## config.mk

```make
export PLATFORM = sky130hd
export DESIGN_NAME = alu
export DESIGN_NICKNAME = d
export VERILOG_FILES = /design/src/rtl/alu_pkg.sv /design/src/rtl/alu_divider.sv /design/src/rtl/alu.sv
export SDC_FILE = /design/constraint.sdc
export NUM_CORES = 1
export LEC_CHECK = 0
export BUFFER_PORTS_ARGS = -buffer_cell sky130_fd_sc_hd__buf_4
export CAP_MARGIN = 10
export CORE_UTILIZATION = 32
export CTS_BUF_LIST = sky130_fd_sc_hd__clkbuf_4 sky130_fd_sc_hd__clkbuf_8 sky130_fd_sc_hd__clkbuf_16
export CTS_CLUSTER_DIAMETER = 30
export DETAILED_ROUTE_END_ITERATION = 8
export HOLD_SLACK_MARGIN = 0.12
export PLACE_DENSITY_LB_ADDON = 0.1
export SLEW_MARGIN = 20
export SYNTH_ARGS = -nofsm -noshare
export SYNTH_HDL_FRONTEND = slang
export SYNTH_SLANG_ARGS = --single-unit
export TNS_END_PERCENT = 5
```

## constraint.sdc

```tcl
create_clock -name clk -period 14.4 [get_ports clk]
set_input_delay 2.16 -clock clk [delete_from_list [all_inputs] [get_ports clk]]
set_output_delay 2.16 -clock clk [all_outputs]
set_load 0.01 [all_outputs]
```

## src/rtl/alu_pkg.sv

```systemverilog
// Shared definitions for the registered datapath ALU: opcode encodings and default width.
// Optional feature macro: ALU_DIV_EN (enables opcode 5 as unsigned divide).
package alu_pkg;

  localparam int unsigned DEFAULT_WIDTH = 16;
  localparam int unsigned OP_W          = 3;

  localparam logic [OP_W-1:0] OP_ADD   = 3'd0;
  localparam logic [OP_W-1:0] OP_SUB   = 3'd1;
  localparam logic [OP_W-1:0] OP_MUL   = 3'd2;
  localparam logic [OP_W-1:0] OP_PASSB = 3'd3;
  localparam logic [OP_W-1:0] OP_INC   = 3'd4;
  localparam logic [OP_W-1:0] OP_DIV   = 3'd5;
  localparam logic [OP_W-1:0] OP_NOP6  = 3'd6;
  localparam logic [OP_W-1:0] OP_NOP7  = 3'd7;

endpackage

```

## src/rtl/alu_divider.sv

```systemverilog
// Combinational unsigned restoring divider, quotient only; divide-by-zero yields all-ones.
// Only compiled when ALU_DIV_EN is defined, so the default build carries no divider.
`ifdef ALU_DIV_EN
module alu_divider
  import alu_pkg::*;
#(
  parameter int unsigned W = DEFAULT_WIDTH
) (
  input  logic [W-1:0] dividend,
  input  logic [W-1:0] divisor,
  output logic [W-1:0] quotient_c
);

  // Partial remainder carries one extra bit so the shifted value never overflows.
  logic [W:0] rem_c;

  // Shift-subtract one quotient bit per dividend bit, MSB first.
  always_comb begin
    rem_c      = '0;
    quotient_c = '0;
    if (divisor == '0) begin
      quotient_c = '1;
    end else begin
      for (int i = int'(W) - 1; i >= 0; i--) begin
        rem_c = {rem_c[W-1:0], dividend[i]};
        if (rem_c >= {1'b0, divisor}) begin
          rem_c         = rem_c - {1'b0, divisor};
          quotient_c[i] = 1'b1;
        end
      end
    end
  end

endmodule
`endif

```

## src/rtl/alu.sv

```systemverilog
// Registered 16-bit arithmetic unit: one op per clock, result/zero flag/AC-load strobe
// registered with one cycle of latency. Synchronous active-high reset.
// Optional feature macro: ALU_DIV_EN (opcode 5 = unsigned divide; otherwise NOP).
module alu
  import alu_pkg::*;
#(
  parameter int unsigned WIDTH = DEFAULT_WIDTH
) (
  input  logic             clk,
  input  logic             rst,
  input  logic [WIDTH-1:0] in1,
  input  logic [WIDTH-1:0] in2,
  input  logic [OP_W-1:0]  alu_control,
  output logic [WIDTH-1:0] out,
  output logic             zflag,
  output logic             ac_load
);

  logic [WIDTH-1:0] result_c;
  logic             write_c;

`ifdef ALU_DIV_EN
  logic [WIDTH-1:0] quotient_c;

  alu_divider #(
    .W (WIDTH)
  ) u_divider (
    .dividend   (in1),
    .divisor    (in2),
    .quotient_c (quotient_c)
  );
`endif

  // Operation select; non-writing opcodes leave write_c low so the registers hold.
  always_comb begin
    result_c = '0;
    write_c  = 1'b0;
    case (alu_control)
      OP_ADD: begin
        result_c = in1 + in2;
        write_c  = 1'b1;
      end
      OP_SUB: begin
        result_c = in1 - in2;
        write_c  = 1'b1;
      end
      OP_MUL: begin
        result_c = in1 * in2;
        write_c  = 1'b1;
      end
      OP_PASSB: begin
        result_c = in2;
        write_c  = 1'b1;
      end
      OP_INC: begin
        result_c = in1 + WIDTH'(1);
        write_c  = 1'b1;
      end
`ifdef ALU_DIV_EN
      OP_DIV: begin
        result_c = quotient_c;
        write_c  = 1'b1;
      end
`endif
      OP_NOP6, OP_NOP7: begin
        write_c = 1'b0;
      end
      default: begin
        write_c = 1'b0;
      end
    endcase
  end

  // Result, zero flag and load strobe registers; reset discards the op sampled with it.
  always_ff @(posedge clk) begin
    if (rst) begin
      out     <= '0;
      zflag   <= 1'b0;
      ac_load <= 1'b0;
    end else begin
      ac_load <= write_c;
      if (write_c) begin
        out   <= result_c;
        zflag <= (result_c == '0);
      end
    end
  end

endmodule

```

* Yosys cells after proc, flatten, opt, wreduce, memory -nomap -nowiden
Index checks and enable logic that the tools add are counted.
Word-level totals: register bits 18, output and inout bits 18, word-level logic and storage cells 16, memories 0, ROM bits 0, bits in writable memories 0, bits in latches 0
Cells by class: divide/modulo/power cells 0, shift operators 0, bitwise operators 0, $mul 1, mux-type cells 2, reduce and logical (&&, ||, !) cells 3, eq/ne operators 4, add/subtract/negate cells 3, order comparisons 0
Operators by type and width (count):
- one-hot mux 16 bit (5 select lines) | 1
- adder 16 x 1 -> 16 bit, second input constant | 1
- adder 16 bit | 1
- logical NOT 16 bit | 1
- multiplier 16 x 16 -> 16 bit | 1
- subtractor 16 bit | 1
- equality test 3 x 2 -> 1 bit, second input constant | 2
- OR reduction 5 bit | 1
- equality test 3 x 1 -> 1 bit, second input constant | 1
- equality test 3 bit, second input constant | 1
- logical NOT 3 bit | 1
- two-way mux 1 bit | 1

* Depth between registers and ports, before layout
Gate-level depths: netlist of run 1.
word-level depth 3, mapped depth 23, mapped depth without buffers 21

* Least setup slack after synthesis of run 1
No wires, ideal clock.
path kind input port to flip-flop, start point input port in2[2], end point register zflag, stages on the path 19, buffers on the path 2, path slack 6.930 ns, data required time 14.339 ns, data arrival time 7.409 ns, setup time 0.061 ns, cells stage by stage clkbuf_1 clkbuf_1 nand2_1 fa_1 fa_1 fa_1 fa_1 inv_1 fa_1 inv_1 fa_1 inv_1 ha_1 or2_2 a31oi_1 o21ai_0 xnor2_1 a221oi_1 and4bb_1
Between the ends: longest elaborated chain between the ends 3
RTL lines:
- from (decl) | line alu.sv:12 | input logic [WIDTH-1:0] in2,
- multiplier 16 x 16 -> 16 bit (tied with other cells) | line alu.sv:48 | result_c = in1 * in2;
- one-hot mux 16 bit (5 select lines) * | line alu.sv:38 | case (alu_control)
- logical NOT 16 bit * | line alu.sv:84 | zflag <= (result_c == '0);
- to (signal assigned) | line alu.sv:84
- to (decl) | line alu.sv:15 | output logic zflag,
Every way passes the cells marked *; elsewhere a longest branch is shown, timed or not. A chain may end at the register's enable or synchronous reset.

* Final worst setup path of run 1
start point input port in2[1], end point register zflag
Same word-level chain as after synthesis.

==> key figures, run 1 <==
Timing
  • Setup violators final: 0
  • RSZ-0062 raised after global routing: false
  • Hold Vio Cnt, Final: 0
  • Final WS setup: 6.931 ns
  • Setup tns final: 0 ns
  • Fmax: between 100 and 150 MHz
  • Rel. slew slack: 49.79%
  • Tightest Pin Transition: 0.7504 ns
  • Worst Clk Skew: 0 ns
  • Slew Limit Fails: 0
  • Min Tclk post-route: 7.469 ns
  • Tcrit/Tclk final: 51.87%

Synth
  • Mapped Nets: between 900 and 1000
  • Mapped Area: between 6000 and 7000 um^2
  • Synthesized area per cell: 7.981 um^2
  • Register area share after synthesis: 5.941%
  • Cells after synthesis: between 700 and 800
  • Synth Flop Type: dfxtp_1
  • Number of synthesized flops with an enable pin: 0
  • Syn. warnings: 0
  • Seq cells post-synth: 18
  • FFs w/ async S/R, synth: 0%
  • Synth cell types: 64

Worst setup path
  • Critical path's most frequent cell: fa_1
  • Endpoint type of the worst setup path: register
  • Crit path DAT: 7.66 ns
  • Crit path launch type: input pin
  • Slowest stage cell, crit path: fa_1
  • Top Family by Delay on Critical Path: adder cells
  • Buf+Inv Stages, Crit Path: 5
  • WP data required: approximately 15 ns
  • Critical path fanouts, max: 19
  • Critical path, cell by cell: buf_4 -> and2_1 -> fa_1 -> inv_1 -> fa_1 -> inv_1 -> ha_1 -> fa_1 -> fa_1 -> inv_1 -> fa_1 -> inv_1 -> ha_1 -> o21a_1 -> o21ai_0 -> a21oi_1 -> nand2b_1 -> a31oi_1 -> o21ai_0 -> xnor2_1 -> a221oi_1 -> and4bb_1
  • Worst path max stage delay: 0.58 ns
  • WS Path Type: input pin to register

GRT
  • Largest net degree at the start of global routing: 20
  • Total GRT Usage: 19.37%
  • Grt total ovfl: 0
  • Antenna violations before repair: 0
  • First-pass GRT wire length: 29600 um
  • Vias in the first global route: 5482

CTS
  • Post-CTS Resized: 0
  • Worst-Skew Late Latency: 0.25 ns
  • Reg clk slew, reported paths: approximately 0.05 ns
  • H-tree Lvls: 1
  • Clock Path Buffers: 2
  • Root buf cell: clkbuf_16
  • Total CTS buffers: 3
  • Clk sinks: 18
  • Post-CTS Setup Inserts: 0
  • Hold Buf Count CTS: 0
  • CTS tree: yes

Drt
  • DR pass1 iterations: 5
  • Avg WL per Cell: 17.97 um
  • Remaining DRCs: 0
  • Drt total wl: 18160 um
  • Vias/cell: approximately 5.1
  • Total number of vias: 5184
  • Initial detailed-routing violation count: around 270
  • Post-route ant nets: 0

Placed design
  • Dpl ws: 6.709 ns
  • HPWL after DPL: 14120 um
  • Placer Congestion: 0.8487
  • PortBufs: 54

Finish
  • Most common cell after layout, fill and taps aside: inv_1
  • Layout cells sized above 1: 9.335%
  • N_diodes: 0
  • Most frequent cells in the layout: inv_1, nand2_1, fa_1
  • Area Growth Syn to Fin: 10.40%
  • Nets: slightly below 1000
  • Final core occ: 36.65%

Die
  • Die Width: 139.7 um
  • I/O pins: 55
  • Die height: between 100 and 150 um
  • # rows: 49
  • Core area: 18270 um^2
  • Die ar.: 19510 um^2
  • Initial Util: 33.20%

Run
  • Max Cap Viol: 0

Power and ir drop
  • Maximum vdd ir drop: 0.0001053 V
  • Overall power: 0.001059 W
  • Static Leak: 3.169 nW
  • Pwr/cell area: 158.1 nW/um^2

Min path
  • Worst Hold Class: register to register

Status
  • Outcome: finished clean
## cells in the mapped netlist (9+ instances only)
library cell  instances  share of area (%)
xor2_1               18                2.6
o21ai_0              19                1.6
nor2_1               42                2.6
a21oi_1              34                2.8
dfxtp_1              18                5.9
clkbuf_1             25                1.5
xnor2_1              40                5.8
o21a_1                9                1.1
nand2_1             102                6.3
fa_1                 81                 27
and2_1               73                7.5
inv_1               117                7.2
ha_1                 65                 13
## stage by stage
step | instances | hold slack, ns | cell area [um^2]
finish | 1011 | 0.4562 | 6696
global route | 1011 | 0.4754 | 6696
CTS | 1011 | 0.4585 | 6696
detailed placement | 1007 | 0.4499 | 6608
global placement | 1007 | 0.4493 | 6608
floorplan | 760 | 0.4805 | 6066
## cell type report
class	instances	area [um^2]
fill	1948	11570
multi-input combinational	589	5116
inverter	117	439.2
timing repair buffer	54	405.4
sequential	18	360.3
tap	229	286.5
clock buffer	4	88.84
## sequential cells by signal, indices dropped and copies added (netlist names)
signal	count
zflag	1
out	16
ac_load	1
## worst paths after layout
check | startpoint | endpoint | slack [ns] | depth (start not counted)
worst min-delay path | out[3] | out[3] | 0.46 | 2
worst max-delay path | in2[1] | zflag | 6.93 | 22
worst min register to register | out[3] | out[3] | 0.46 | 2
worst max register to register | zflag | zflag | 13.61 | 3
## worst min-delay path, cell delays in order (launching register included)
cell,delay [ns]
dfxtp_1,0.31
nand2_1,0.05
a21oi_1,0.05
## kinds of logic after synthesis
logic type	Yosys count	synth area share (%)
flip-flops	18	5.941
AO/OA/AOI/OAI	116	13.12
buffers and inverters	153	9.715
adder cells (fa/ha/maj)	146	40.14
AND/OR/NAND/NOR	262	21.43
multiplexers	6	1.011
XOR/XNOR	59	8.643
## power by group
group | switching, W | internal [W]
clock network | 0.0000191 | 0.0000423
registers | 0.00000549 | 0.0000609
logic | 0.000518 | 0.000413
## per-layer routing
| layer | wire length (um) | vias to the layer above | GRT usage [%] |
|---|---|---|---|
| li1 | - | 2457 | - |
| met1 | 8909 | 2573 | 27.75 |
| met2 | 8221 | 129 | 32.21 |
| met3 | 668 | 25 | 1.032 |
| met4 | 363 | 0 | 3.875 |
| met5 | 0 | - | 0 |
No activity file was read; power rests on OpenSTA's default activity.
==> run 2, diff against run 1 <==
- ABC_AREA: not set -> 1
- clock period: 14.4 -> 7.6 ns (I/O delays scaled with it)
==> run 2 against run 1 <==
Compared with the run above:
- die area is 11% higher
- cell count rose by 37%
- critical path depth rose by 2
- sequential power is 88% higher
- clock power increased by 91%
- count of clock-buffer cells in the layout stayed put
- register-to-register slack got worse by 6.8 ns
- clock skew did not move
- synthesized cell count rose by 43%
- non-clock buffer count up 2
- critical endpoint unchanged
==> key figures, run 2 <==
Status
  • Outcome: finished clean

Synth
  • Mapped Area: 6744 um^2 (+11%)
  • Top-count cell post-synth: nand2_1
  • Synthesized area per cell: 6.204 um^2 (-22%)
  • Area contributors post-synth: fa_1, nand2_1, inv_1
  • FFs w/ async S/R, synth: 0% (unchanged)
  • Largest family of logic cells by synthesized area: adder cells
  • Simple logic cell fraction of the synthesized area: 30.95% (+9.5 points)
  • Seq cells post-synth: 18 (unchanged)
  • Register area share after synthesis: 5.343% (-0.60 points)
  • Synth cell types: 41 (-36%)
  • Number of synthesized flops with an enable pin: 0 (unchanged)
  • Complex-gate fraction of the synthesized area: 7.514% (-5.6 points)
  • Syn. warnings: 0 (unchanged)
  • Post-synthesis xor/xnor area fraction: 1.039% (-7.6 points)
  • Area leader, netlist: fa_1
  • Mux cell area share after synthesis: 0% (-1.0 points)
  • Commonest cells post-synth: nand2_1, inv_1, fa_1
  • Cells after synthesis: 1087 (+43%)
  • Synth Area in Adders: 36.10% (-4.0 points)
  • Share of the synthesized area in the top cell type: 24.04% (-2.7 points)
  • Mapped Nets: 1270 (+35%)
  • Synth Flop Type: dfxtp_1

Timing
  • Setup tns final: 0 ns (unchanged)
  • Fmax: 158.0 MHz
  • Setup violators final: 0 (unchanged)
  • Tcrit/Tclk final: 83.26%
  • Min Tclk post-route: 6.328 ns
  • Slew Limit Fails: 0 (unchanged)
  • Hold Vio Cnt, Final: 0 (unchanged)
  • Rel. slew slack: 45.22% (-4.6 points)
  • RSZ-0062 raised after global routing: false
  • Tightest Pin Transition: 0.8113 ns (+0.06095 ns)
  • Worst Clk Skew: 0 ns (unchanged)

Power and ir drop
  • Maximum vdd ir drop: 0.0001496 V (+42%)
  • Static Leak: 4.611 nW (+45%)
  • Pwr/cell area: 259.3 nW/um^2 (+64%)

CTS
  • H-tree Lvls: 1 (unchanged)
  • Post-CTS Setup Inserts: 0 (unchanged)
  • Clock Path Buffers: 2 (unchanged)
  • CTS tree: yes
  • Hold Buf Count CTS: 0 (unchanged)
  • Total CTS buffers: 3 (unchanged)
  • Worst-Skew Late Latency: 0.25 ns (about the same)
  • Post-CTS Resized: 0 (unchanged)
  • Clk sinks: 18 (unchanged)
  • Root buf cell: clkbuf_16
  • Reg clk slew, reported paths: 0.05 ns (about the same)

Finish
  • Final core occ: 36.42% (-0.24 points)
  • Area Growth Syn to Fin: 10.32% (about the same)
  • Reg with most FFs: out
  • Register area: 360.3 um^2 (unchanged)
  • Largest register FFs: 16 (unchanged)
  • N_diodes: 0 (unchanged)
  • Most common cell after layout, fill and taps aside: nand2_1
  • Largest regs: out x16, ac_load x1, zflag x1
  • Most frequent cells in the layout: nand2_1, inv_1, fa_1
  • Filler Cell Count: 2318 (+19%)
  • Nets: 1299 (+34%)
  • Layout cells sized above 1: 8.610% (-0.73 points)
  • Multi-input logic area: 5099 um^2 (-0.34%)

GRT
  • Grt total ovfl: 0 (unchanged)
  • Met3 global-route usage: 0.5280% (-0.50 points)
  • Largest net degree at the start of global routing: 20 (unchanged)
  • Antenna violations before repair: 0 (unchanged)
  • Met2 usage: 33.00% (+0.78 points)
  • Met1 GRT Util: 27.67% (-0.081 points)
  • Gr busiest metal: met2
  • Total GRT Usage: 19.57% (+0.20 points)
  • Vias in the first global route: 6283 (+15%)
  • First-pass GRT wire length: 33290 um (+12%)

Die
  • # rows: 52 (+6.1%)
  • Core area: 20430 um^2 (+12%)
  • Die Width: 147.2 um (+5.4%)
  • Initial Util: 33.01% (-0.19 points)
  • Die ar.: 21660 um^2 (+11%)
  • I/O pins: 55 (unchanged)
  • Die height: 147.2 um (+5.4%)

Drt
  • Initial detailed-routing violation count: 349 (+31%)
  • DR pass1 iterations: 5 (unchanged)
  • Remaining DRCs: 0 (unchanged)
  • Vias/cell: 4.503 (-12%)
  • Avg WL per Cell: 14.40 um (-20%)
  • Post-route ant nets: 0 (unchanged)
  • Total number of vias: 6237 (+20%)
  • Drt total wl: 19940 um (+9.8%)

Placed design
  • HPWL after DPL: 16200 um (+15%)
  • PortBufs: 54 (unchanged)
  • Placer Congestion: 0.8424 (-0.74%)

Run
  • Max Cap Viol: 0 (unchanged)

Worst setup path
  • WP data required: 7.79 ns (-6.80 ns)
  • Crit path launch type: input pin
  • Endpoint type of the worst setup path: register
  • Crit path DAT: 6.52 ns (-1.14 ns)
  • WS Path Type: input pin to register
  • Critical path fanouts, max: 19 (unchanged)

Min path
  • Worst Hold Class: register to register
## run 2: cell count changes in the layout (fill, tap and decap cells not counted), moves of 6 or more
cell,previous run,this run
nand4_1,1,13
xor2_1,18,4
xnor2_1,40,4
and2_1,73,0
o31ai_1,6,0
inv_1,117,289
inv_2,0,13
a21oi_1,34,41
nand3_1,3,60
o21a_1,9,2
nor2_1,42,51
nand2_1,102,336
nand2b_1,8,0
## run 2: cell type report
type,instances,area share (%)
clock buffers,4,1.194
inverters,302,15.24
multi-input cells,735,68.53
flip-flops and latches,18,4.844
well taps,270,4.541
repair buffers,56,5.651
## run 2: cells by family after synthesis
family | Yosys count
adders and majority gates | 146
buffers and inverters | 334
DFF | 18
xor gates and xnor gates | 8
AOI/OAI and AO/OA | 89
and+or+nand+nor | 492
## run 2: final timing paths
kind | slack [ns] | cells after the start | to | start
worst max-delay path | 1.27 | 24 | zflag | in2[1]
worst min-delay path | 0.47 | 2 | out[1] | out[1]
worst max register to register | 6.82 | 3 | out[3] | out[3]
worst min register to register | 0.47 | 2 | out[1] | out[1]
## run 2: layer usage
metal / wire, um / vias to the layer above
li1: - / 3275
met1: 9999 / 2845
met2: 9037 / 103
met3: 568 / 14
met4: 334 / 0
met5: 0 / -
## run 2: critical path, stage by stage
cell and delay (ns):
buf_4 0.26, nand2_1 0.13, fa_1 0.51, fa_1 0.58
fa_1 0.45, fa_1 0.55, inv_1 0.05, fa_1 0.47
inv_1 0.05, fa_1 0.48, inv_1 0.05, ha_1 0.36
nand2_1 0.10, nor2_1 0.12, nand3_1 0.11, nand3_1 0.10
nand2_1 0.08, nand3_1 0.10, o21ai_0 0.13, nor2_1 0.22
nand4_1 0.12, nor2_1 0.14, nand3_2 0.09, a21oi_2 0.11
## run 2: report_power, final
| part | switching (W) | internal (W) |
|---|---|---|
| logic | 0.00104 | 0.000650 |
| clock network | 0.0000372 | 0.0000802 |
| registers | 0.0000109 | 0.000114 |
| total | 0.00108 | 0.000844 |
## run 2: metrics by stage
| step | setup WS, ns | cell area, um^2 | hold slack [ns] | total power (W) | instances |
|---|---|---|---|---|---|
| 2_1_floorplan | 1.372 | 6744 | 0.4839 | 0.001428 | 1087 |
| 3_3_place_gp | 0.9899 | 7351 | 0.4607 | 0.001843 | 1381 |
| 3_5_place_dp | 0.9861 | 7351 | 0.4647 | 0.001822 | 1381 |
| 4_1_cts | 1.240 | 7440 | 0.4757 | 0.001962 | 1385 |
| 5_1_grt | 0.9380 | 7440 | 0.5167 | 0.002260 | 1385 |
| 6_report | 1.272 | 7440 | 0.4745 | 0.001929 | 1385 |
